File: src/rtl/dm_port_arbiter.sv
// Two-master round-robin front end for the single-port data memory.
// It handles sub-word lane steering and alignment checks, and completes one access every three cycles.
module dm_port_arbiter #(
    parameter int MEM_ADDR_BITS = 10,
    parameter bit RR_INIT       = 1'b0
) (
    input  logic                     clk,
    input  logic                     reset,
    input  logic                     m0_req,
    input  logic                     m0_we,
    input  logic [1:0]               m0_size,
    input  logic [31:0]              m0_addr,
    input  logic [31:0]              m0_wdata,
    output logic                     m0_ack,
    output logic                     m0_err,
    output logic [31:0]              m0_rdata,
    input  logic                     m1_req,
    input  logic                     m1_we,
    input  logic [1:0]               m1_size,
    input  logic [31:0]              m1_addr,
    input  logic [31:0]              m1_wdata,
    output logic                     m1_ack,
    output logic                     m1_err,
    output logic [31:0]              m1_rdata,
    output logic [MEM_ADDR_BITS-1:0] mem_addr,
    output logic [3:0]               mem_be,
    output logic [31:0]              mem_wdata,
    output logic                     mem_we,
    input  logic [31:0]              mem_rdata,
    output logic                     busy
);
    localparam int AW = MEM_ADDR_BITS + 2;

    typedef enum logic [1:0] {IDLE, ACCESS, ACK} state_t;

    state_t          state_reg, state_next;
    logic            win_reg, win_next;
    logic            ptr_reg, ptr_next;
    logic            we_reg, we_next;
    logic [1:0]      size_reg, size_next;
    logic [AW-1:0]   addr_reg, addr_next;
    logic [31:0]     wdata_reg, wdata_next;
    logic [31:0]     rdata0_reg, rdata0_next;
    logic [31:0]     rdata1_reg, rdata1_next;

    logic            illegal;
    logic            in_access;
    logic [3:0]      byte_be;
    logic [7:0]      rd_byte [4];
    logic [3:0]      be_dec;
    logic [31:0]     wdata_dec;
    logic [31:0]     load_data;

    // Address bits above the memory window are dropped on purpose so accesses wrap.
    logic unused_addr_bits;
    assign unused_addr_bits = ^{m0_addr[31:AW], m1_addr[31:AW]};

    generate
        for (genvar gi = 0; gi < 4; gi++) begin : g_lane
            assign rd_byte[gi] = mem_rdata[8*gi +: 8];
            assign byte_be[gi] = (addr_reg[1:0] == 2'(gi));
        end
    endgenerate

    assign illegal = (size_reg == 2'd3)
                  || (size_reg == 2'd1 && addr_reg[0])
                  || (size_reg == 2'd2 && addr_reg[1:0] != 2'b00);

    always_comb begin
        be_dec    = 4'b0000;
        wdata_dec = wdata_reg;
        load_data = mem_rdata;
        case (size_reg)
            2'd0: begin
                be_dec    = byte_be;
                wdata_dec = {4{wdata_reg[7:0]}};
                load_data = {24'd0, rd_byte[addr_reg[1:0]]};
            end
            2'd1: begin
                be_dec    = addr_reg[1] ? 4'b1100 : 4'b0011;
                wdata_dec = {2{wdata_reg[15:0]}};
                load_data = addr_reg[1] ? {16'd0, mem_rdata[31:16]} : {16'd0, mem_rdata[15:0]};
            end
            2'd2: begin
                be_dec    = 4'b1111;
                wdata_dec = wdata_reg;
                load_data = mem_rdata;
            end
            default: begin
                be_dec    = 4'b0000;
                wdata_dec = wdata_reg;
                load_data = 32'd0;
            end
        endcase
        if (illegal) begin
            load_data = 32'd0;
        end
    end

    // Memory-side outputs are decoded from state so an async reset kills the write strobe at once.
    assign in_access = (state_reg == ACCESS);
    assign mem_addr  = in_access ? addr_reg[AW-1:2] : '0;
    assign mem_be    = in_access ? be_dec : 4'b0000;
    assign mem_wdata = in_access ? wdata_dec : 32'd0;
    assign mem_we    = in_access && we_reg && !illegal;

    assign m0_ack   = (state_reg == ACK) && !win_reg;
    assign m1_ack   = (state_reg == ACK) &&  win_reg;
    assign m0_err   = m0_ack && illegal;
    assign m1_err   = m1_ack && illegal;
    assign m0_rdata = rdata0_reg;
    assign m1_rdata = rdata1_reg;
    assign busy     = (state_reg != IDLE);

    always_comb begin
        state_next  = state_reg;
        win_next    = win_reg;
        ptr_next    = ptr_reg;
        we_next     = we_reg;
        size_next   = size_reg;
        addr_next   = addr_reg;
        wdata_next  = wdata_reg;
        rdata0_next = rdata0_reg;
        rdata1_next = rdata1_reg;
        case (state_reg)
            IDLE: begin
                if (m0_req || m1_req) begin
                    win_next   = (m0_req && m1_req) ? ptr_reg : m1_req;
                    we_next    = win_next ? m1_we : m0_we;
                    size_next  = win_next ? m1_size : m0_size;
                    addr_next  = win_next ? m1_addr[AW-1:0] : m0_addr[AW-1:0];
                    wdata_next = win_next ? m1_wdata : m0_wdata;
                    state_next = ACCESS;
                end
            end
            ACCESS: begin
                // Legal stores leave the read-back register alone; anything illegal clears it.
                if (!we_reg || illegal) begin
                    if (win_reg) rdata1_next = load_data;
                    else         rdata0_next = load_data;
                end
                state_next = ACK;
            end
            ACK: begin
                ptr_next   = ~win_reg;
                state_next = IDLE;
            end
            default: state_next = IDLE;
        endcase
    end

    always_ff @(posedge clk or negedge reset) begin
        if (!reset) begin
            state_reg  <= IDLE;
            win_reg    <= 1'b0;
            ptr_reg    <= RR_INIT;
            we_reg     <= 1'b0;
            size_reg   <= 2'd0;
            addr_reg   <= '0;
            wdata_reg  <= 32'd0;
            rdata0_reg <= 32'd0;
            rdata1_reg <= 32'd0;
        end else begin
            state_reg  <= state_next;
            win_reg    <= win_next;
            ptr_reg    <= ptr_next;
            we_reg     <= we_next;
            size_reg   <= size_next;
            addr_reg   <= addr_next;
            wdata_reg  <= wdata_next;
            rdata0_reg <= rdata0_next;
            rdata1_reg <= rdata1_next;
        end
    end
endmodule
File: config.mk
export PLATFORM = sky130hd
export DESIGN_NAME = dm_port_arbiter
export DESIGN_NICKNAME = d
export VERILOG_FILES = /design/src/rtl/dm_port_arbiter.sv
export SDC_FILE = /design/constraint.sdc
export NUM_CORES = 1
export LEC_CHECK = 0
export CAP_MARGIN = 20
export CORE_MARGIN = 1.5
export CORE_UTILIZATION = 40
export DETAILED_ROUTE_END_ITERATION = 10
export GPL_TIMING_DRIVEN = 0
export PLACE_DENSITY = 0.75
export SLEW_MARGIN = 20
export SYNTH_ARGS = -nofsm -noshare
export SYNTH_HDL_FRONTEND = slang
export SYNTH_SLANG_ARGS = --single-unit
File: constraint.sdc
create_clock -name clk -period 1.95 [get_ports clk]
set_input_delay 0.2925 -clock clk [delete_from_list [all_inputs] [get_ports clk]]
set_output_delay 0.2925 -clock clk [all_outputs]
set_load 0.05 [all_outputs]
==> results.json <==
{
  "yosys_most_used_dff": "dfrtp_1",
  "seq_area_mm2": 0.002880,
  "final_cells": 1166,
  "track_usage_pct": 27.86,
  "post-route-period-util_pct": 108.1,
  "first_pass_iters": 5,
  "clockBufferDepth": 2,
  "critPathLaunchType": "flip-flop",
  "synth.area.top_cells": "dfrtp_1, mux2i_1, nand2_1",
  "synth_edf_count": 0,
  "wl_um": 22190,
  "clockRootBuffer": "clkbuf_16",
  "drive_gt1_share_pct": 25.36,
  "synth_top_area_share_pct": 46.93,
  "synth_area_leader_cell": "dfrtp_1",
  "placed_cell_area_mm2": 0.008979,
  "yosysMostFrequentCell": "dfrtp_1",
  "finalHoldViolCount": 0,
  "cp_data_arrival_time_ns": 1.82,
  "powerDensity_mw_per_mm2": 1965,
  "grt_pass1_wl_um": 34240,
  "globalRoute.totalOverflow": 0,
  "critPathKind": "flip-flop to output pin",
  "grt_pass1_vias": 6140,
  "cp-end-kind": "output pin",
  "cp_max_fo": 10,
  "die_w_um": 126.8,
  "dp_hpwl_um": 15860,
  "detail_route.vias_per_cell": 5.322,
  "p_leak_nw": 4.444,
  "finalInstanceArea_mm2": 0.01029,
  "finalWorstPathRequiredPeriod_ns": 2.109,
  "place_ws_ns": -0.9167,
  "slew_headroom_pct": 60.56,
  "clock-sinks": 115,
  "portBuffers": 245,
  "drc": 0,
  "utilization_pct": 68.19,
  "synth_area_mm2": 0.006132,
  "dp_cells": 1110,
  "violations": "negative setup slack",
  "grt_max_degree": 60,
  "cts_tree": "yes",
  "multi_input_area_mm2": 0.003261,
  "required_ns": 1.66,
  "diodes": 0,
  "vias": 6206,
  "drv_cap": 0,
  "r2r_setup_slack_ns": 0.03,
  "ant_nets": 0,
  "die_y_um": 126.8,
  "wire_per_inst_um": 19.03,
  "max_freq_mhz": 474.2,
  "worstSetupStartpoint": "size_reg[1]",
  "routabilityCongestion": 0.8664,
  "synth-seq-cells": 115,
  "synthTopCellsByCount": "dfrtp_1, nand2_1, nor2_1",
  "nFillCells": 1230,
  "r2r_end": "addr_reg[0]",
  "setup_ws_ns": -0.1589,
  "path_clk_slew_ns": 0.06,
  "drt_iter0_markers": 343,
  "r2r.worst_path.cells": 5,
  "rows": 45,
  "yosys_warnings": 0,
  "h-tree-depth": 4,
  "die_area_mm2": 0.01608,
  "finalSetupViolCount": 29,
  "hold_class": "input pin to asynchronous set/reset pin",
  "finClkSkew_ns": 0.008461,
  "rr_startpoint": "ptr_reg",
  "finalNetCount": 1135,
  "synth_cell_types": 39,
  "rsz0062_at_grt": "true",
  "initial_core_util_pct": 40.64,
  "num_io_pins": 286,
  "yosysSeqAreaShare_pct": 46.93,
  "worst_pin_slew_ns": 0.5894,
  "critPathCapture": "mem_be[0]",
  "clkLatencyLatePin_ns": 0.42,
  "peakVddDrop_mv": 1.160,
  "syn_nets": 846,
  "outcome": "finished, violations left",
  "design.core.area_mm2": 0.01509,
  "areaGrowthSynthToFinish_pct": 67.80,
  "async_flop_share_pct": 100.0,
  "syn_inst": 676,
  "drv_slew": 0,
  "cts_buffers": 17,
  "antenna_found_initial": 0,
  "avgSynthCellArea_um2": 9.071
}
[cells in the final DEF (no fill, tap or decap), types with 9 or more instances in the layout]
master           Yosys  routed
a21oi_1             65      49
a21oi_2              0      11
a22oi_1             16      16
and2_1              18      18
buf_2               24      14
buf_4               10      36
buf_6                7      56
clkbuf_16            0      18
clkdlybuf4s50_1      0     190
dfrtp_1            115     113
inv_1               12      11
mux2i_1             63      57
nand2_1             93      85
nor2_1              92      65
nor2_2               1      21
o21a_1               9       9
o21ai_0             59      53
o21ai_1             16      19
[through the flow]
| stage | setup TNS (ns) | hold WS [ns] | total power [mW] |
|---|---|---|---|
| after floorplan | -1.520 | -0.003091 | 11.52 |
| after global placement | -479.12 | 0.4627 | 15.09 |
| after detailed placement | -33.22 | 0.3072 | 15.22 |
| after CTS | -3.452 | 0.4417 | 19.36 |
| after global routing | -4.087 | 0.4968 | 21.15 |
| final | -2.434 | 0.4303 | 20.22 |
[worst max-delay path, stage by stage, from the launching register on]
cell and delay, ns:
dfrtp_2 0.45, buf_4 0.19, or3_4 0.41, a21oi_4 0.18, buf_6 0.17
[report_power, final]
part           total (mW)  leakage [nW]  switching [mW]  internal [mW]
sequential           4.34          1.44           0.892           3.44
clock                3.19         0.281            1.18           2.01
combinational        12.7          2.73            7.86           4.84
[cell type report]
type / instances / share of cell area (%)
clock inverter: 12 / 1.532
inverter: 12 / 0.4377
buffer: 46 / 4.183
sequential: 115 / 27.99
tap: 188 / 2.286
timing repair buffer: 276 / 27.64
multi-input combinational: 497 / 31.69
clock buffer: 20 / 4.244
[cell families (layout without fill, tap and decap cells)]
group / after synthesis / count (layout) / synth area share [%]
AO/OA/AOI/OAI: 186 / 186 / 17.51
XOR/XNOR: 1 / 1 / 0.1429
buffers and inverters: 64 / 366 / 5.876
flip-flops: 115 / 115 / 46.93
multiplexers: 71 / 71 / 11.75
AND/OR/NAND/NOR: 239 / 239 / 17.79
[how the worst min path moves through the flow]
stage                   end  slack [ns]  cells past startpoint
3_3_place_gp   m0_rdata[27]        0.46                      2
4_1_cts        m1_rdata[29]        0.44                      2
5_1_grt        m1_rdata[22]        0.50                      2
3_5_place_dp   m1_rdata[29]        0.31                      1
6_report       m1_rdata[22]        0.43                      2
2_1_floorplan   addr_reg[0]      -0.003                      0
[routing by layer]
layer	wire length (um)	global-route usage (%)	up-vias
met5	0	0	-
met4	487	10.83	0
met3	1743	6.369	33
li1	-	-	2919
met1	8893	34.73	2945
met2	11060	47.06	309
[timing repair]
action,CTS,global route
buffers inserted,14,12
endpoints found under the hold margin,58,0
pin swaps,16,21
cloned,2,1
resized for setup,407,84
setup endpoints to repair,61,70
hold buffers,1,0
Power figures use the tool's default switching activity.
==> edit 1: new RTL, same settings <==
`MEM_ADDR_BITS`: 10 -> 11.
--- a/src/rtl/dm_port_arbiter.sv
+++ b/src/rtl/dm_port_arbiter.sv
@@ -2,5 +2,5 @@
 // It handles sub-word lane steering and alignment checks, and completes one access every three cycles.
 module dm_port_arbiter #(
-    parameter int MEM_ADDR_BITS = 10,
+    parameter int MEM_ADDR_BITS = 11,
     parameter bit RR_INIT       = 1'b0
 ) (
Interface: changed (resized mem_addr); port bits go from 286 to 287. No check against the original RTL was run, so the function may have changed too.
==> edit 1 against the unedited design <==
  * The run still ends with negative setup slack left
  * Critical endpoint is now mem_wdata[11]
  * Count of clock-buffer cells in the layout stayed put
  * Sequential cell count is 1 higher
  * Design area is 2.7% higher
  * Largest power group unchanged
  * Worst setup slack worse by 0.075 ns
  * Routed wire length is 0.86% higher
  * Synthesized cell count is 0.89% higher
  * Total power is 4.2% higher
  * Die area is 0.98% higher
  * Hold slack worse by 0.031 ns
  * First-iteration DRC count is 18% higher
  * Synthesized area is 1.0% higher
==> edit 1: results <==
[run_status]
status = finished, violations left
failed_checks = negative setup slack

[sta]
tightestPinTransition_ns = 0.631
worst_slack_ns = -0.234
setup_viol = 31
setup-tns-final_ns = -3.27
clock_skew_ns = 0.00889

[routing]
dr.pass1.iters = 5
finalWirelength_um = 22400
via_per_inst = 5.42
drt-initial-drc-count = 404

[final_layout]
diodes = 0
fin_cells = 1176
drive_gt1_share_pct = 25.0
fill_cells = 1190

[synthesis]
synthArstFlopShare_pct = 100
ys_top_cells_by_count = dfrtp_1 (116), nand2_1 (93), nor2_1 (93), a21oi_1 (66), mux2i_1 (64)
netlist_top_cells_area = dfrtp_1 (47%), mux2i_1 (10%), nand2_1 (5.6%)
ys_seq_area_share_pct = 46.9
ys_warn_count = 0
synth_nets = 852
synth.distinct_cells = 39
synthCells = 682

[power_and_ir_drop]
p_sw_share_pct = 47.7
ir_worst_vdd_v = 0.00107
leakage_nw = 4.53

[clock_tree]
clock_latency_ns = 0.42
cts-buffers-inserted = 17
htreeDepth = 4
clk_pin_slew_ns = 0.06
clockBufferDepth = 2
cts_root_buf = clkbuf_16

[grt]
grt_max_degree = 62
grt_pass1_vias = 6278
antenna_found_initial = 0
groute.usage.overall_pct = 27.7
grt_pass1_wl_um = 34300

[place]
dp_hpwl_um = 16100
routabilityCongestion = 0.844
preCtsSetupSlack_ns = -0.880
portBuffers = 248
dp_cells = 1119

[critical_path]
critical_path_arrival_ns = 1.89
reg2regPathDepth = 8
crit_path_max_fanout = 5
cpPeakStageDelay_ns = 0.37
critical_path.slowest_cell = dfrtp_1

[worst_hold_path]
min_path_type = in2async
[edit 1: cell count changes after synthesis, sizes merged]
cell    before  now
nor2        93   94
a21oi       65   66
clkbuf      10   11
dfrtp      115  116
and2        18   19
mux2i       63   64
[edit 1: timing repair]
| item | 4_1_cts | 5_1_grt |
|---|---|---|
| setup buffers | 16 | 9 |
| gates cloned | 1 | 2 |
| hold buffers | 1 | 0 |
| gates resized for setup | 453 | 60 |
| setup endpoints to repair | 54 | 78 |
| hold endpoints to repair | 55 | 0 |
| pin swaps | 11 | 10 |
[edit 1: power groups by stage]
stage / sequential [mW] / clock, mW / combinational [mW]
2_1_floorplan: 5.90 / 0 / 5.72
3_3_place_gp: 4.23 / 0 / 11.0
3_5_place_dp: 4.27 / 0 / 11.1
4_1_cts: 4.33 / 3.74 / 12.3
5_1_grt: 4.49 / 3.86 / 13.7
6_report: 4.38 / 3.73 / 13.0
[edit 1: cell families after synthesis]
| logic type | Yosys count | share of synthesized area [%] |
|---|---|---|
| muxes | 72 | 11.8 |
| xor gates and xnor gates | 1 | 0.141 |
| DFF | 116 | 46.9 |
| buffers and inverters | 65 | 6.08 |
| AOI/OAI and AO/OA | 187 | 17.4 |
| and+or+nand+nor | 241 | 17.7 |
[edit 1: path summary, 6_finish.rpt]
| kind | from | end | slack, ns |
|---|---|---|---|
| setup / recovery | size_reg[1] | mem_wdata[11] | -0.23 |
| hold / removal | reset | m0_rdata[22] | 0.40 |
| setup reg to reg | size_reg[1] | m1_rdata[5] | -0.02 |
| hold reg to reg | m0_rdata[21] | m0_rdata[21] | 0.48 |
| max in group asynchronous | reset | addr_reg[1] | 0.82 |
| min in group clk | m0_rdata[21] | m0_rdata[21] | 0.48 |
[edit 1: cell type report]
cell class                      instances  share of cell area, %
Clock buffer                           20                   4.23
Buffer                                 49                   4.64
Timing Repair Buffer                  278                   27.0
Inverter                               12                  0.426
Tap cell                              188                   2.23
Sequential cell                       116                   27.5
Clock inverter                         12                   2.37
Multi-Input combinational cell        501                   31.6
[edit 1: routing by layer]
metal  global-route usage, %  vias up  wire [µm]
met3                    6.16       51       1880
met1                    33.7     3026       8670
met4                    11.4        0        669
met5                       0        -          0
met2                    47.7      351      11200
li1                        -     2948          -
[edit 1: per-stage QoR]
stage                     cell area, µm²  hold slack, ns
after global routing               10600           0.449
after global placement              9040           0.463
after CTS                          10300           0.424
after detailed placement            9070           0.290
final                              10600           0.400
after floorplan                     6320        -0.00309
[edit 1: worst max-delay path: cells and delay by family, from the launching register on]
kind / cells / cell delay (ns)
compound gates: 2 / 0.40
flops: 1 / 0.37
buf+inv: 5 / 0.70
==> edit 2: new RTL, same flow settings <==
Without the edit above. Take the reset off `addr_reg`, `wdata_reg`, `rdata0_reg` and `rdata1_reg` and load them in a clocked block of their own.
--- a/src/rtl/dm_port_arbiter.sv
+++ b/src/rtl/dm_port_arbiter.sv
@@ -157,8 +157,4 @@
             we_reg     <= 1'b0;
             size_reg   <= 2'd0;
-            addr_reg   <= '0;
-            wdata_reg  <= 32'd0;
-            rdata0_reg <= 32'd0;
-            rdata1_reg <= 32'd0;
         end else begin
             state_reg  <= state_next;
@@ -167,9 +163,12 @@
             we_reg     <= we_next;
             size_reg   <= size_next;
-            addr_reg   <= addr_next;
-            wdata_reg  <= wdata_next;
-            rdata0_reg <= rdata0_next;
-            rdata1_reg <= rdata1_next;
         end
     end
+
+    always_ff @(posedge clk) begin
+        addr_reg   <= addr_next;
+        wdata_reg  <= wdata_next;
+        rdata0_reg <= rdata0_next;
+        rdata1_reg <= rdata1_next;
+    end
 endmodule
Function: differs if reset is asserted again (counterexample within 4 cycles, from zero or initial values and one cycle with reset low); with reset held inactive, the same outputs for 4 cycles.
==> edit 2 against the unedited design <==
  * The run still ends with negative setup slack left
  * Design area shrank 7.4%
  * Clock skew shrank 0.0013 ns
  * Worst setup slack lost 0.0048 ns
  * Synthesized area shrank 10%
  * Largest cell class is now sequential cells
  * Sequential share of layout area grew 7.9 points
  * Routed wire length shrank 23%
  * Utilization grew 3.2 points
  * Hold slack lost 0.29 ns
  * Sequential cell count is the same
  * Total power shrank 21%
  * Critical path type unchanged
==> edit 2: results <==
[run_status]
status = finished, violations left
failed_checks = negative setup slack

[synthesis]
ys_seq_area_share_pct = 62.1
synthCells = 429
synth_nets = 599
synthFlopType = edfxtp_1

[grt]
grt_max_degree = 33
groute.usage.overall_pct = 23.1
grt_pass1_vias = 4700
grt_pass1_wl_um = 24900

[sta]
clock_skew_ns = 0.00719
setup_viol = 26
worst_slack_ns = -0.164
max_slew_margin_pct = 57.8

[final_layout]
final_nets = 891
fill_cells = 977
drive_gt1_share_pct = 28.9

[power_and_ir_drop]
leakage_nw = 3.68
power.switching_mw = 6.67

[routing]
drt-initial-drc-count = 262
vias = 4558
wl_per_cell_um = 18.8
finalWirelength_um = 17100
dr.pass1.iters = 4

[critical_path]
path_delay_family = buffers and inverters
crit_path_max_fanout = 5

[place]
dp_hpwl_um = 12000
preCtsSetupSlack_ns = -0.931
[edit 2: changes by cell type in the layout (fill, tap and decap cells not counted), sizes merged, moves of 18 or more]
cell	change
mux2	+37
o21ai	-64
nor2	-33
nand2	-75
and2	+18
mux2i	-30
dfrtp	-108
a21oi	-30
buf	-25
edfxtp	+108
[edit 2: what timing repair did]
| item | 4_1_cts | 5_1_grt |
|---|---|---|
| gates resized for setup | 398 | 50 |
| hold endpoints to repair | 0 | 0 |
| pin swaps | 19 | 22 |
| setup buffers | 15 | 8 |
| endpoints found under the setup margin | 100 | 124 |
| cloned | 1 | 3 |
[edit 2: final cells by class]
type / count / area (µm²) / share of cell area (%)
buffer: 27 / 280 / 2.94
clock buffer: 18 / 429 / 4.50
clock inverter: 14 / 234 / 2.45
inverter: 5 / 18.8 / 0.197
timing repair buffer: 273 / 2780 / 29.2
sequential: 115 / 3420 / 35.9
tap: 176 / 220 / 2.31
multi-input combinational: 282 / 2150 / 22.6
[edit 2: routing by layer]
layer | routed length [µm] | track usage (%) | vias to the layer above
li1 | - | - | 2149
met5 | 0 | 0 | -
met1 | 6240 | 25.7 | 2148
met3 | 1520 | 7.17 | 24
met2 | 8970 | 41.9 | 237
met4 | 358 | 8.09 | 0
[edit 2: kinds of logic after synthesis]
logic type      count (synthesis)  synth area share, %
simple gates                  136                 12.4
flops                         115                 62.1
buf+inv                        33                 2.96
mux                            78                 15.2
compound gates                 67                 7.30
[edit 2: power by group through the flow]
stage / clock (mW) / combinational [mW] / sequential [mW]
after floorplan: 0 / 3.70 / 5.10
after global placement: 0 / 7.09 / 4.06
after detailed placement: 0 / 7.27 / 4.07
after CTS: 3.51 / 8.11 / 4.03
after global routing: 3.61 / 8.92 / 4.12
final: 3.49 / 8.50 / 4.05
[edit 2: final timing paths]
| check | start | to | slack [ns] | cells past startpoint |
|---|---|---|---|---|
| hold / removal | reset | ptr_reg | 0.14 | 1 |
| hold reg to reg | ptr_reg | ptr_reg | 0.56 | 2 |
| max in group asynchronous | reset | size_reg[0] | 1.53 | 1 |
| min in group clk | m1_we | we_reg | 0.53 | 3 |
| setup reg to reg | size_reg[0] | m0_rdata[16] | 0.01 | 8 |
| setup / recovery | size_reg[1] | mem_be[3] | -0.16 | 6 |
[edit 2: stage by stage]
stage / hold WS, ns / setup TNS [ns] / area, µm² / util [%]
final: 0.143 / -1.95 / 9530 / 71.4
after global routing: 0.154 / -3.99 / 9530 / 71.4
after CTS: 0.134 / -2.19 / 9320 / 69.9
after detailed placement: 0.525 / -44.88 / 8320 / 62.3
after global placement: 0.513 / -74.58 / 8270 / 61.9
after floorplan: -0.00309 / -10.62 / 5590 / -
